**config.mk**
```make
export PLATFORM = sky130hd
export DESIGN_NAME = spi_master_tx
export DESIGN_NICKNAME = d
export VERILOG_FILES = /design/src/rtl/spi_master_tx.sv
export SDC_FILE = /design/constraint.sdc
export NUM_CORES = 1
export LEC_CHECK = 0
export ABC_AREA = 1
export CAP_MARGIN = 20
export CORE_ASPECT_RATIO = 0.75
export CORE_UTILIZATION = 51
export DETAILED_ROUTE_END_ITERATION = 8
export PLACE_DENSITY = 0.77
export SLEW_MARGIN = 20
export SYNTH_ARGS = -nofsm -noshare
export SYNTH_HDL_FRONTEND = slang
export SYNTH_SLANG_ARGS = --single-unit
```
**constraint.sdc**
```tcl
create_clock -name sysClk_i -period 1.6 [get_ports sysClk_i]
set_clock_uncertainty 0.05 [all_clocks]
set_input_delay 0.24 -clock sysClk_i [delete_from_list [all_inputs] [get_ports sysClk_i]]
set_output_delay 0.24 -clock sysClk_i [all_outputs]
set_load 0.03 [all_outputs]
```
**src/rtl/spi_master_tx.sv**
```systemverilog
// SPI mode-0 initiator: serialises DATA_WIDTH-bit words MSB first on sck_o/mosi_o/cs_n_o,
// with every pin registered and all timing in whole sysClk cycles.
module spi_master_tx #(
    parameter int DATA_WIDTH = 8,
    parameter int CLK_DIV    = 4
) (
    input  logic                  sysClk_i,
    input  logic                  rst_ni,
    input  logic                  start_i,
    input  logic [DATA_WIDTH-1:0] data_i,
    input  logic                  cont_i,
    output logic                  ready_o,
    output logic                  done_o,
    output logic                  sck_o,
    output logic                  mosi_o,
    output logic                  cs_n_o,
    output logic [2:0]            state_o
);

    // Handshake: a word is taken on any rising edge where start_i=1 and ready_o=1;
    // start_i while ready_o=0 is dropped, never queued.

    if (CLK_DIV < 3) begin : g_div_check
        $error("spi_master_tx: CLK_DIV must be 3 or more");
    end
    if (DATA_WIDTH < 2) begin : g_width_check
        $error("spi_master_tx: DATA_WIDTH must be 2 or more");
    end

    localparam int DIV_W = $clog2(CLK_DIV);
    localparam int BIT_W = $clog2(DATA_WIDTH);
    localparam int SH_W  = DATA_WIDTH - 1;
    localparam logic [DIV_W-1:0] DIV_LAST = DIV_W'(CLK_DIV - 1);
    localparam logic [BIT_W-1:0] BIT_LAST = BIT_W'(DATA_WIDTH - 1);

    typedef enum logic [2:0] {
        ST_IDLE = 3'd0,
        ST_LOW  = 3'd1,
        ST_HIGH = 3'd2,
        ST_HOLD = 3'd3,
        ST_GAP  = 3'd4,
        ST_CONT = 3'd5
    } state_t;

    state_t            state_q, state_n;
    logic [DIV_W-1:0]  div_q, div_n;
    logic [BIT_W-1:0]  bit_q, bit_n;
    // The MSB goes straight to mosi on acceptance, so only the remaining bits are kept.
    logic [SH_W-1:0]   sh_q, sh_n;
    logic              cont_q, cont_n;
    logic              ready_q, ready_n;
    logic              done_q, done_n;
    logic              sck_q, sck_n;
    logic              mosi_q, mosi_n;
    logic              cs_n_q, cs_n_n;
    logic              phase_end;

    assign phase_end = (div_q == DIV_LAST);

    always_ff @(posedge sysClk_i or negedge rst_ni) begin
        if (!rst_ni) begin
            state_q <= ST_IDLE;
            div_q   <= '0;
            bit_q   <= '0;
            sh_q    <= '0;
            cont_q  <= 1'b0;
            ready_q <= 1'b1;
            done_q  <= 1'b0;
            sck_q   <= 1'b0;
            mosi_q  <= 1'b0;
            cs_n_q  <= 1'b1;
        end else begin
            state_q <= state_n;
            div_q   <= div_n;
            bit_q   <= bit_n;
            sh_q    <= sh_n;
            cont_q  <= cont_n;
            ready_q <= ready_n;
            done_q  <= done_n;
            sck_q   <= sck_n;
            mosi_q  <= mosi_n;
            cs_n_q  <= cs_n_n;
        end
    end

    always_comb begin
        state_n = state_q;
        div_n   = div_q;
        bit_n   = bit_q;
        sh_n    = sh_q;
        cont_n  = cont_q;
        ready_n = ready_q;
        done_n  = 1'b0;
        sck_n   = sck_q;
        mosi_n  = mosi_q;
        cs_n_n  = cs_n_q;

        unique case (state_q)
            ST_IDLE, ST_CONT: begin
                div_n = '0;
                if (start_i) begin
                    state_n = ST_LOW;
                    bit_n   = BIT_LAST;
                    sh_n    = data_i[SH_W-1:0];
                    cont_n  = cont_i;
                    ready_n = 1'b0;
                    cs_n_n  = 1'b0;
                    sck_n   = 1'b0;
                    mosi_n  = data_i[DATA_WIDTH-1];
                end
            end
            ST_LOW: begin
                if (phase_end) begin
                    state_n = ST_HIGH;
                    div_n   = '0;
                    sck_n   = 1'b1;
                end else begin
                    div_n = div_q + DIV_W'(1);
                end
            end
            ST_HIGH: begin
                if (!phase_end) begin
                    div_n = div_q + DIV_W'(1);
                end else if (bit_q != '0) begin
                    state_n = ST_LOW;
                    div_n   = '0;
                    bit_n   = bit_q - BIT_W'(1);
                    sh_n    = sh_q << 1;
                    sck_n   = 1'b0;
                    mosi_n  = sh_q[SH_W-1];
                end else begin
                    // Last bit done: either park with CS low for the next word, or wind down.
                    div_n   = '0;
                    sck_n   = 1'b0;
                    done_n  = 1'b1;
                    if (cont_q) begin
                        state_n = ST_CONT;
                        ready_n = 1'b1;
                    end else begin
                        state_n = ST_HOLD;
                    end
                end
            end
            ST_HOLD: begin
                if (phase_end) begin
                    state_n = ST_GAP;
                    div_n   = '0;
                    cs_n_n  = 1'b1;
                    mosi_n  = 1'b0;
                end else begin
                    div_n = div_q + DIV_W'(1);
                end
            end
            ST_GAP: begin
                if (phase_end) begin
                    state_n = ST_IDLE;
                    div_n   = '0;
                    ready_n = 1'b1;
                end else begin
                    div_n = div_q + DIV_W'(1);
                end
            end
            default: begin
                state_n = ST_IDLE;
                div_n   = '0;
                ready_n = 1'b1;
                cs_n_n  = 1'b1;
                sck_n   = 1'b0;
                mosi_n  = 1'b0;
            end
        endcase
    end

    assign ready_o = ready_q;
    assign done_o  = done_q;
    assign sck_o   = sck_q;
    assign mosi_o  = mosi_q;
    assign cs_n_o  = cs_n_q;
    assign state_o = state_q;

endmodule

```
Yosys cells after proc, flatten, opt, wreduce, memory -nomap -nowiden:

Cells that the tools add are included.

* register bits: 21
* logic and storage cells: 80

* add/sub/neg operators: 2
* equality and inequality tests: 14
* mux-type cells: 34
* bitwise gates (word level): 4
* reductions and logical operators: 16

Operator list (number)
* 3-bit two-way mux: 10
* 7-bit two-way mux: 3
* 2-bit inequality test (second input constant): 8
* 3-bit case mux with 5 select lines: 1
* 7-bit case mux with 2 select lines: 1
* 1-bit two-way mux: 12
* 1-bit case mux with 4 select lines: 3
* 5-bit AND reduction: 2
* 4-bit AND reduction: 2
* 2-bit OR reduction: 4
* 3-bit by 2-bit == test with 1-bit output (second input constant): 2
* 3-bit == test (second input constant): 2
* 3-bit case mux with 2 select lines: 1
* 6-bit AND reduction: 1
* 2-bit two-way mux: 2
* 1-bit NOT: 4
* 4-bit OR reduction: 1
* 3-bit by 1-bit == test with 1-bit output (second input constant): 1
* 3-bit logical NOT: 1
* 1-bit case mux with 3 select lines: 1
* 3-bit AND reduction: 1
* 3-bit nonzero test: 1
* 3-bit OR reduction: 1
* 3-bit by 1-bit subtractor with 3-bit output (second input constant): 1
* 4 further kinds: 4

Depth between registers and ports, before layout:

* word-level depth: 4
* gate-level depth with buffers: 10

Worst setup path after synthesis:

Ideal clock, no wire load.

* path kind: reg2reg
* start: register state_q[2], in the netlist state_o[2]
* end: register sh_q[0]
* arrival time: 1.338 ns
* data required time: 1.433 ns
* setup slack: 0.095 ns
* stages on the path, launching flop included: 9
* path buffers: 1
* cell sequence: dfrtp_1 > inv_1 > nand2_1 > nand2_2 > inv_2 > o21ai_2 > buf_4 > nand3b_1 > nand2_1

* longest elaborated chain between the ends: 4

Ends and longest elaborated chain
* start, declared: RTL line 45 `state_t state_q, state_n;`
* start signal, assigned: RTL line 73 `state_q <= state_n;`
* 3-bit == test or 3-bit logical NOT (tied branches): RTL line 98 `unique case (state_q)`
* 2-bit OR reduction: RTL line 98
* 2-bit inequality test (no source line) or 2-bit nonzero test (tied branches)
* 4-bit AND reduction (no source line)
* end signal, assigned: RTL line 76 `sh_q <= sh_n;`
* end, declared: RTL line 49 `logic [SH_W-1:0] sh_q, sh_n;`

Several ways; a longest one is shown, not always the timed one.
A chain may end at the register's enable or synchronous reset.

Worst setup path after layout:

* start: register ready_q, in the netlist ready_o
* end: output ready_o

RTL lines
* start, declared: RTL line 51 `logic ready_q, ready_n;`
* start signal, assigned: RTL line 78 `ready_q <= ready_n;`
* end, declared: RTL line 12 `output logic ready_o,`

No word-level cell between the ends.

==> qor.csv <==
stage;metric;value;unit
run_status;status;finished, violations left;
run_status;failing checks;design-rule violations;
global_routing;global route overflow;0;
timing;max-slew violation count;0;
layout;Finished Cell Area;1540;um2
synthesis;Mapped Avg Cell Area;7.34;um2
synthesis;post-synth top area share;40.7;%
synthesis;Synth area leader;dfrtp_1;
worst_hold_path;HP Class;input port to asynchronous set/reset pin;
floorplan;Die H;43.4;um
layout;area grow syn2layout;31.6;%
detailed_routing;Post-DRT Antenna Nets;0;
cts;CTS Sinks;21;
cts;clk root buf;clkbuf_4;
place;GPL Wtd Cong;0.881;
synthesis;register bit total from synthesis;21;
place;port bufs;19;
synthesis;ranking of synthesized cells by area;dfrtp_1 41%, nand2_1 22%, nand3_1 6.4%;
floorplan;row count;14;
global_routing;Global Route Usage Sum;24.5;%
floorplan;Core Footprint;2080;um2
place;DP Area;1460;um2
floorplan;die area;2490;um2
cts;CTS tree;built;
synthesis;Cells after Synth;159;
layout;fillers;156;
timing;Final Hold Viols;0;
critical_path;CP endpoint kind;primary output;
layout;NumNets Final;210;
global_routing;vias in the first global route;1068;
detailed_routing;Starting DRT DRC Count;68;
timing;Final period util;97.1;%
timing;worst slew pin tran;0.301;ns
critical_path;CP peak stage delay;0.56;ns
timing;Setup-failing EPs final;0;
cts;CTS Buf Count;3;
critical_path;Cell Chain, Critical Path;dlygate4sd2_1;
layout;layout cell share with drive strength beyond 1;17.0;%
synthesis;distinct cell type count after synthesis;22;
power;pwr dens;2250;nW/um2
power;Worst VDD drop;0.00143;V
timing;Slew headroom;80.0;%
cts;clock transition at the registers of the reported paths;0.12;ns
synthesis;net count after synthesis;174;
floorplan;io pins;20;
power;leakage;0.823;nW
critical_path;Max FO, Critical Path;2;
critical_path;critical path class;flip-flop to primary output;
timing;Final min period;1.55;ns
global_routing;pin count of the biggest net entering global routing;22;
critical_path;Slowest-stage cell, CP;dfstp_2;
critical_path;Worst Reg-to-Reg Cells;7;
cts;CTS max path bufs;2;
global_routing;initial antenna violation count;0;
timing;TNS Setup;0;ns
layout;ANT cells;0;
critical_path;Crit path max-delay family;flip-flops;
timing;RSZ-0062 raised after global routing;no;
synthesis;yosys warns;0;
synthesis;Seq/Total Area, Yosys;45.2;%
critical_path;CP required;1.31;ns
detailed_routing;Residual DRC;7;
global_routing;first-pass GRT wire length;4.58;mm
critical_path;R2R Path Start;state_o[1]$_DFFE_PN0P_;
critical_path;crit start category;flip-flop;
detailed_routing;final wirelength;2.81;mm
synthesis;synthesized cell area;1170;um2
flow_run;Max Cap Viol;0;
critical_path;CP arrival;1.26;ns
place;dpl hpwl;1.97;mm
critical_path;reg-to-reg setup timing slack;0.09;ns
detailed_routing;drt wl/cell;12.9;um
floorplan;Starting Density;56.0;%
timing;FMAX;0.643;GHz
critical_path;CP bufs+invs;1;
floorplan;die width;57.2;um
detailed_routing;post-DR vias/cell;5.33;
cts;CTS H-tree depth;1;
detailed_routing;routed vias;1163;
critical_path;reg2reg end;bit_q[0]$_DFFE_PN0P_;
cts;worst skew pair latency;0.31;ns
detailed_routing;drt first pass iters;6;
-- final cells by class --
cell class	count	area (um2)	area share, %
Clock buffer	4	26.3	1.71
Inverter	12	45.0	2.93
Multi-Input combinational cell	122	601	39.1
Sequential cell	21	531	34.5
Tap cell	24	30.0	1.95
Timing Repair Buffer	35	304	19.8
-- Yosys cell counts, drive strengths merged --
cell	count
a21boi	1
a21oi	5
buf	4
dfrtp	19
dfstp	2
ha	3
inv	12
nand2	69
nand3	16
nand3b	1
nand4	2
nor2	14
nor3	1
o21ai	9
xnor2	1
-- logic make-up after synthesis --
kind of cell    after synthesis  share of synthesized area, %
flops                        21                          45.2
xor+xnor                      1                         0.750
buf+inv                      16                          6.32
simple gates                103                          36.5
fa+ha+maj                     3                          3.22
compound gates               15                          7.93
-- flip-flops by register name, indices dropped and copies added (netlist names) --
name / count
cont_q: 1
state_o: 3
mosi_o: 1
div_q: 2
cs_n_o: 1
ready_o: 1
done_o: 1
sh_q: 7
bit_q: 3
sck_o: 1
-- per-stage QoR --
| step | setup WS, ns | hold WS (ns) | power [W] | utilization, % | std cells |
|---|---|---|---|---|---|
| after floorplan | 0.0953 | -0.106 | 0.00239 | - | 159 |
| after global placement | 0.0622 | 0.369 | 0.00295 | 69.9 | 211 |
| after detailed placement | 0.0567 | 0.416 | 0.00302 | 69.9 | 211 |
| after CTS | 0.0285 | 0.212 | 0.00325 | 70.6 | 215 |
| after global routing | 0.00838 | 0.238 | 0.00377 | 73.7 | 218 |
| final | 0.0460 | 0.205 | 0.00345 | 73.7 | 218 |
-- cells in the final DEF (no fill, tap or decap) --
cell and n:
buf_4 15, clkdlybuf4s50_1 11, nand2_1 67, ha_1 3, nand3_4 1, a21oi_1 4, inv_2 3, nand3b_1 1
a21oi_4 1, dfstp_2 2, clkbuf_4 3, clkbuf_1 1, nor3_1 1, inv_1 9, nor2_4 1, buf_6 1
nor2_2 1, nand4_1 2, nand2_4 2, o21ai_4 1, o21ai_0 8, xnor2_1 1, dlygate4sd2_1 8, dfrtp_2 2
nor2_1 12, nand3_1 15, dfrtp_1 17, a21boi_0 1
-- worst max-delay path by stage --
stage                                      start                   to  slack (ns)  cells past startpoint
after floorplan           state_o[2]$_DFFE_PN0P_  sh_q[0]$_DFFE_PN0P_         0.1                      8
after global routing         ready_o$_DFFE_PN1P_              ready_o       0.008                      1
after global placement    state_o[1]$_DFFE_PN0P_  sh_q[2]$_DFFE_PN0P_        0.06                      8
after detailed placement  state_o[2]$_DFFE_PN0P_  sh_q[3]$_DFFE_PN0P_        0.06                      6
after CTS                 state_o[1]$_DFFE_PN0P_           state_o[1]        0.03                      1
final                        ready_o$_DFFE_PN1P_              ready_o        0.05                      1
-- routing by layer --
metal	wire (um)	part of all wire (%)	vias to the layer above	track usage [%]
li1	-	-	577	-
met1	1310	47	531	32.8
met2	1260	45	48	38.4
met3	181	6.5	7	6.57
met4	46	1.6	0	9.76
met5	0	0	-	0
-- timing repair --
item                       CTS  global route
buffers inserted             0             3
setup endpoints to repair    8            14
hold buffers                 0             0
hold endpoints to repair     0             0
gates resized for setup      8            11
-- where the power goes --
group | total (W) | internal (W) | switching (W)
Sequential | 0.00100 | 0.000808 | 0.000196
Combinational | 0.00219 | 0.000849 | 0.00134
Clock | 0.000261 | 0.0000974 | 0.000163
Power figures use the tool's default switching activity.
